File: src/rtl/wb_arb_pkg.sv
// Shared types and helpers for the Wishbone round-robin arbiter.
package wb_arb_pkg;

  localparam int unsigned ARB_MAX_M = 32;

  typedef enum logic [1:0] {
    ARB_IDLE  = 2'd0,
    ARB_OWNED = 2'd1,
    ARB_ABORT = 2'd2
  } state_t;

  // One-hot vector for a master index; callers size-cast to their width.
  function automatic logic [ARB_MAX_M-1:0] onehot(input int unsigned idx);
    return ARB_MAX_M'(1) << idx;
  endfunction

endpackage

File: src/rtl/wb_rr_pick.sv
// Combinational round-robin picker: first set request strictly after ptr_i, wrapping.
module wb_rr_pick #(
  parameter  int unsigned MASTERS_NUM = 2,
  localparam int unsigned IDX_W       = $clog2(MASTERS_NUM)
) (
  input  logic [MASTERS_NUM-1:0] req_i,
  input  logic [IDX_W-1:0]       ptr_i,
  output logic                   found_c,
  output logic [IDX_W-1:0]       idx_c
);

  logic             hi_found;
  logic             lo_found;
  logic [IDX_W-1:0] hi_idx;
  logic [IDX_W-1:0] lo_idx;

  // Scan downward so the lowest index in each half is the one left standing.
  always_comb begin
    hi_found = 1'b0;
    lo_found = 1'b0;
    hi_idx   = '0;
    lo_idx   = '0;
    for (int j = int'(MASTERS_NUM) - 1; j >= 0; j--) begin
      if (req_i[j]) begin
        if ($unsigned(j) > 32'(ptr_i)) begin
          hi_found = 1'b1;
          hi_idx   = IDX_W'(j);
        end else begin
          lo_found = 1'b1;
          lo_idx   = IDX_W'(j);
        end
      end
    end
    found_c = hi_found | lo_found;
    idx_c   = hi_found ? hi_idx : lo_idx;
  end

endmodule

File: src/rtl/wb_rr_arbiter.sv
// Round-robin Wishbone bus arbiter with ownership held until the owner drops cyc.
// Optional stalled-cycle watchdog enabled by defining WB_ARB_WATCHDOG_EN.
module wb_rr_arbiter
  import wb_arb_pkg::*;
#(
  parameter  int unsigned MASTERS_NUM    = 2,
  parameter  int unsigned TIMEOUT_CYCLES = 256,
  localparam int unsigned IDX_W          = $clog2(MASTERS_NUM)
) (
  input  logic                   clk_i,
  input  logic                   rst_ni,
  input  logic [MASTERS_NUM-1:0] m_cyc_i,
  input  logic [MASTERS_NUM-1:0] m_stb_i,
  input  logic                   bus_ack_i,
  input  logic                   bus_err_i,
  output logic [MASTERS_NUM-1:0] grant_o,
  output logic [IDX_W-1:0]       grant_idx_o,
  output logic                   gnt_valid_o,
  output logic [MASTERS_NUM-1:0] tmo_err_o
);

  state_t                 state_q, state_d;
  logic [MASTERS_NUM-1:0] grant_q, grant_d;
  logic [IDX_W-1:0]       grant_idx_q, grant_idx_d;
  logic                   gnt_valid_q, gnt_valid_d;
  logic [IDX_W-1:0]       ptr_q, ptr_d;
  logic                   found_c;
  logic [IDX_W-1:0]       idx_c;

  wb_rr_pick #(.MASTERS_NUM(MASTERS_NUM)) u_pick (
    .req_i   (m_cyc_i),
    .ptr_i   (ptr_q),
    .found_c (found_c),
    .idx_c   (idx_c)
  );

`ifdef WB_ARB_WATCHDOG_EN
  localparam int unsigned CNT_W = $clog2(TIMEOUT_CYCLES + 1);

  logic [CNT_W-1:0]       cnt_q, cnt_d;
  logic [MASTERS_NUM-1:0] tmo_err_q, tmo_err_d;
  logic                   stall_c;

  assign stall_c = m_stb_i[grant_idx_q] & ~bus_ack_i & ~bus_err_i;
`else
  logic unused_wd_c;
  assign unused_wd_c = ^{m_stb_i, bus_ack_i, bus_err_i, TIMEOUT_CYCLES};
`endif

  always_comb begin
    state_d     = state_q;
    grant_d     = grant_q;
    grant_idx_d = grant_idx_q;
    gnt_valid_d = gnt_valid_q;
    ptr_d       = ptr_q;
`ifdef WB_ARB_WATCHDOG_EN
    cnt_d       = cnt_q;
    tmo_err_d   = '0;
`endif
    case (state_q)
      ARB_IDLE: begin
`ifdef WB_ARB_WATCHDOG_EN
        cnt_d = '0;
`endif
        if (found_c) begin
          grant_d     = MASTERS_NUM'(onehot(32'(idx_c)));
          grant_idx_d = idx_c;
          gnt_valid_d = 1'b1;
          state_d     = ARB_OWNED;
        end
      end
      ARB_OWNED: begin
        if (!m_cyc_i[grant_idx_q]) begin
          ptr_d       = grant_idx_q;
          grant_d     = '0;
          gnt_valid_d = 1'b0;
          state_d     = ARB_IDLE;
        end
`ifdef WB_ARB_WATCHDOG_EN
        // An ack/err on the limit cycle is not a stall, so it wins over the abort.
        else if (stall_c) begin
          if (cnt_q == CNT_W'(TIMEOUT_CYCLES - 1)) begin
            cnt_d       = CNT_W'(TIMEOUT_CYCLES);
            tmo_err_d   = grant_q;
            gnt_valid_d = 1'b0;
            state_d     = ARB_ABORT;
          end else begin
            cnt_d = cnt_q + CNT_W'(1);
          end
        end else begin
          cnt_d = '0;
        end
`endif
      end
      ARB_ABORT: begin
        if (!m_cyc_i[grant_idx_q]) begin
          ptr_d   = grant_idx_q;
          grant_d = '0;
          state_d = ARB_IDLE;
        end
      end
      default: state_d = ARB_IDLE;
    endcase
  end

  always_ff @(posedge clk_i) begin
    if (!rst_ni) begin
      state_q     <= ARB_IDLE;
      grant_q     <= '0;
      grant_idx_q <= '0;
      gnt_valid_q <= 1'b0;
      ptr_q       <= IDX_W'(MASTERS_NUM - 1);
    end else begin
      state_q     <= state_d;
      grant_q     <= grant_d;
      grant_idx_q <= grant_idx_d;
      gnt_valid_q <= gnt_valid_d;
      ptr_q       <= ptr_d;
    end
  end

`ifdef WB_ARB_WATCHDOG_EN
  always_ff @(posedge clk_i) begin
    if (!rst_ni) begin
      cnt_q     <= '0;
      tmo_err_q <= '0;
    end else begin
      cnt_q     <= cnt_d;
      tmo_err_q <= tmo_err_d;
    end
  end

  assign tmo_err_o = tmo_err_q;
`else
  assign tmo_err_o = '0;
`endif

  assign grant_o     = grant_q;
  assign grant_idx_o = grant_idx_q;
  assign gnt_valid_o = gnt_valid_q;

endmodule

File: config.mk
export PLATFORM = sky130hd
export DESIGN_NAME = wb_rr_arbiter
export DESIGN_NICKNAME = d
export VERILOG_FILES = /design/src/rtl/wb_arb_pkg.sv /design/src/rtl/wb_rr_pick.sv /design/src/rtl/wb_rr_arbiter.sv
export SDC_FILE = /design/constraint.sdc
export NUM_CORES = 1
export LEC_CHECK = 0
export ABC_AREA = 1
export BUFFER_PORTS_ARGS = -buffer_cell sky130_fd_sc_hd__buf_2
export CAP_MARGIN = 10
export CORE_AREA = 2 2 39 41
export CTS_CLUSTER_DIAMETER = 150
export CTS_CLUSTER_SIZE = 25
export DETAILED_ROUTE_END_ITERATION = 6
export DIE_AREA = 0 0 41 43
export PLACE_DENSITY = 0.53
export REMOVE_ABC_BUFFERS = 1
export SETUP_SLACK_MARGIN = 0.1
export SLEW_MARGIN = 20
export SYNTH_ARGS = -nofsm -noshare
export SYNTH_HDL_FRONTEND = slang
export SYNTH_HIERARCHICAL = 1
export SYNTH_SLANG_ARGS = --single-unit
File: constraint.sdc
create_clock -name clk_i -period 0.9 [get_ports clk_i]
set_input_delay 0.09 -clock clk_i [delete_from_list [all_inputs] [get_ports clk_i]]
set_output_delay 0.09 -clock clk_i [all_outputs]
set_load 0.03 [all_outputs]
## Word level (Yosys, flattened, before mapping)

Cells that the tools add are included.

| word-level totals | value |
|---|---|
| register bits after elaboration | 7 |
| bits of input ports | 8 |
| output and inout bits | 6 |
| logic and storage cells | 41 |

| cells by class | value |
|---|---|
| magnitude comparators | 2 |
| eq/ne operators | 5 |
| shift operators | 1 |
| mux-type cells | 17 |
| bitwise operators | 2 |
| reductions and logical operators | 9 |

Operators by type and width:

| operator | number |
|---|---|
| 2-to-1 mux 1 bit | 11 |
| one-hot mux 2 bit (2 select lines) | 2 |
| 2-to-1 mux 2 bit | 3 |
| != test 2 bit (second input constant) | 3 |
| AND reduction 2 bit | 3 |
| AND reduction 3 bit | 2 |
| nonzero test 2 bit | 2 |
| == test 2 x 1 -> 1 bit (second input constant) | 1 |
| == test 2 bit (second input constant) | 1 |
| zero test 2 bit | 1 |
| less-than comparator 1 x 2 -> 1 bit (second input constant) | 1 |
| one-hot mux 1 bit (2 select lines) | 1 |
| OR reduction 2 bit | 1 |
| << shifter 1 x 1 -> 2 bit (first input constant) | 1 |
| > comparator 1 bit (first input constant) | 1 |
| inverter 1 bit | 1 |
| OR 1 bit | 1 |

## Longest topological paths before layout

| depth | value |
|---|---|
| word-level depth | 8 |
| mapped depth | 6 |
| mapped depth without buffers | 6 |

## Hierarchy

Netlist, hierarchy kept.

By module, submodules not included:

| module | instances | cells each | area each (um^2) | seq. area each (um^2) |
|---|---|---|---|---|
| wb_rr_arbiter | 1 | 30 | 239.0 | 100.1 |
| wb_rr_pick | 1 | 3 | 15.0 | 0.0 |

## Least setup slack after synthesis

OpenSTA, ideal clock, no wires.

| timing path | value |
|---|---|
| path kind | register to register |
| start | register grant_idx_q (netlist: grant_idx_o) |
| end | register grant_q[0] (netlist: grant_o[0]) |
| setup time | 66 ps |
| data arrival time | 942 ps |
| required time | 834 ps |
| setup slack | -108 ps |
| cell stages (with the launch flop) | 5 |
| buffers on the path | 0 |
| cell sequence | dfxtp_1 nand2_1 nand3_2 nand2_1 a21oi_2 |

| on the way | value |
|---|---|
| longest elaborated chain between the ends | 4 |

RTL lines:

| item | RTL line | source |
|---|---|---|
| from (decl) | wb_rr_arbiter.sv:24 | `logic [IDX_W-1:0] grant_idx_q, grant_idx_d;` |
| from (signal assigned) | wb_rr_arbiter.sv:116 | `grant_idx_q <= grant_idx_d;` |
| 2-to-1 mux 1 bit (implied by the code) (2 in series) | wb_rr_arbiter.sv:73, wb_rr_arbiter.sv:96 |  |
| != test 2 bit (no source line) | -- |  |
| AND reduction 3 bit (no source line) | -- |  |
| to (signal assigned) | wb_rr_arbiter.sv:115 | `grant_q <= grant_d;` |
| to (decl) | wb_rr_arbiter.sv:23 | `logic [MASTERS_NUM-1:0] grant_q, grant_d;` |

No other way between the ends. The select of a mux whose other input is x is not followed.
A chain may end at the register's enable or synchronous reset.

## Worst setup path after layout

| timing path | value |
|---|---|
| start | register gnt_valid_q (netlist: gnt_valid_o) |
| end | output gnt_valid_o |

RTL lines:

| item | RTL line | source |
|---|---|---|
| from (decl) | wb_rr_arbiter.sv:25 | `logic gnt_valid_q, gnt_valid_d;` |
| from (signal assigned) | wb_rr_arbiter.sv:117 | `gnt_valid_q <= gnt_valid_d;` |
| to (decl) | wb_rr_arbiter.sv:18 | `output logic gnt_valid_o,` |

No word-level cell between the ends.

==> results.toml <==
[grt]
grt_pass1_vias = 208
antenna_found_initial = 0
overflow = 0
grt_pass1_wl_um = 841
grt_max_degree = 6
grt_usage = 0.0744

[synth]
syn_area_um2 = 254
yosysMostFrequentCell = "nand2_1"
synth_ff_type = "dfxtp_1"
syn_avg_cell_area_um2 = 7.70
synth.top_cell.area_share = 0.394
ys_ff_latch = 5
ys_top_cells_by_area = "dfxtp_1, nand2_1, nand2_2"
ys_top_cells_by_count = "nand2_1, dfxtp_1, inv_1, nand2_2, nand3_1"
syn_inst = 33
synth_cell_types = 16
yosysTopAreaCell = "dfxtp_1"
ys_async_sr_fraction = 0
ys_seq_area_frac = 0.394
ys_warn_count = 6
synth_edf_count = 0

[route]
via_per_inst = 3.84
num_vias = 242
detail-route-antenna-nets = 0
wire_per_inst_um = 8.44
drt_first_pass_iters = 2
met1_length_um = 261
first_iter_violations = 8
wirelength_um = 532
met3_length_um = 51
top_layer = "met4"
wl_met2_um = 199
drc_errors = 0

[clock_network]
hold_buffers = 0
cts_inserted_buffers = 3
cts_num_sinks = 5
tritoncts = "yes"
cts.htree.levels = 1
clk_pin_slew_ns = 0.04
cts_root_buffer = "clkbuf_4"
cts_buffer_depth = 2
clock_latency_ns = 0.25

[placed_design]
place.gp.congestion = 0.696
postPlaceCellArea_um2 = 298
post-place-cells = 55
numPortBuffers = 7
dp_hpwl_um = 341
post-place-ws_ns = 0.0126

[pwr]
p_per_area_nw_per_um2 = 1720
ir_drop_v = 0.000604
p_leak_nw = 0.190

[final_layout]
instances_no_fill = 63
num_antenna_cells = 0
seq_area_um2 = 110
design_area_um2 = 408
syn_to_final_growth_pct = 60.6
multi_input_area_um2 = 146
nFillCells = 155
nets = 56
drive_gt1_frac = 0.702

[outcome]
status = "finished clean"

[floorplanning]
die_x_um = 41
ios = 14
dieHeight_um = 43
rows = 14
core_um2 = 1380
initial_core_util = 0.184
die-area_um2 = 1760

[timing]
fin_crit_ns = 0.845
setup_slack_ns = 0.0546
maxSlewViolCount = 0
fmax_mhz = 1180
setup_violations = 0
finalClockSkew_ns = 0.00343
holdWs_ns = 0.0731
rsz0062_at_grt = "true"
fin_crit_sh = 0.939
finalHoldViolCount = 0

[worst_setup_path]
cp_data_arrival_time_ns = 0.76
end_kind = "primary output"
crit_type = "flop to primary output"
slowest_stage = "dfxtp_4"
max_stage_delay_ns = 0.38
crit_required_ns = 0.81
crit_chain = "buf_6"
path_max_fanout = 4
crit_path_start_kind = "flop"
crit_buf_inv = 1
crit_family = "flip-flops"
r2r_slack_ns = 0.11

[job]
maxCapViolations = 0

[hold_path]
min_path_type = "input pin to flop"
==> worst paths after layout <==
kind / startpoint / endpoint / depth (start not counted)
worst min register to register: ptr_q$_SDFFE_PN1P_ / ptr_q$_SDFFE_PN1P_ / 2
worst max-delay path: gnt_valid_o$_SDFFE_PN0P_ / gnt_valid_o / 1
worst max register to register: grant_idx_o$_SDFFE_PN0P_ / grant_o[1]$_SDFFE_PN0P_ / 5
worst min-delay path: rst_ni / ptr_q$_SDFFE_PN1P_ / 2
==> logic make-up after synthesis <==
| logic type | Yosys count | synth area share |
|---|---|---|
| and+or+nand+nor | 17 | 0.340 |
| other | 1 | 0.0148 |
| DFF | 5 | 0.394 |
| AOI/OAI and AO/OA | 4 | 0.133 |
| buffers and inverters | 6 | 0.118 |
==> cell usage in the layout (no fill, tap or decap), drive strengths merged <==
master / instances
buf: 11
nand2: 9
dfxtp: 5
nand3: 4
clkbuf: 4
inv: 4
nor2: 3
a21oi: 2
conb: 2
o21ai: 1
a21boi: 1
or2: 1
==> per-stage QoR <==
step / setup TNS (ns) / util / power, W
after floorplan: -0.470 / - / 0.000353
after CTS: 0 / 0.282 / 0.000698
after global routing: 0 / 0.295 / 0.000742
after global placement: 0 / 0.215 / 0.000386
final: 0 / 0.295 / 0.000703
after detailed placement: 0 / 0.215 / 0.000387
==> power by group <==
| part | switching, W | internal [W] | leakage [nW] |
|---|---|---|---|
| combinational | 0.000100 | 0.0000769 | 0.131 |
| clock | 0.0000958 | 0.000168 | 0.0150 |
| sequential | 0.0000201 | 0.000242 | 0.0433 |
| total | 0.000216 | 0.000487 | 0.190 |
==> cell type report <==
type / count / share of cell area
Clock buffer: 4 / 0.0644
Tap cell: 16 / 0.0491
Sequential cell: 5 / 0.270
Timing Repair Buffer: 11 / 0.221
Inverter: 4 / 0.0368
Multi-Input combinational cell: 23 / 0.359
==> metal layers <==
metal	GRT usage	vias up
met5	0	-
met4	0.0600	0
met3	0.0366	2
met2	0.0875	11
met1	0.0968	99
li1	-	130
==> flip-flops by register name (all words and copies together) (netlist names) <==
name,cells
gnt_valid_o,1
grant_idx_o,1
grant_o,2
ptr_q,1
==> what timing repair did <==
item                                    CTS  global route
pin swaps                                 0             1
endpoints found under the setup margin    9             9
endpoints found under the hold margin     0             0
buffers inserted                          3             1
gates resized for setup                  16             5
No activity file was read; power rests on OpenSTA's default activity.
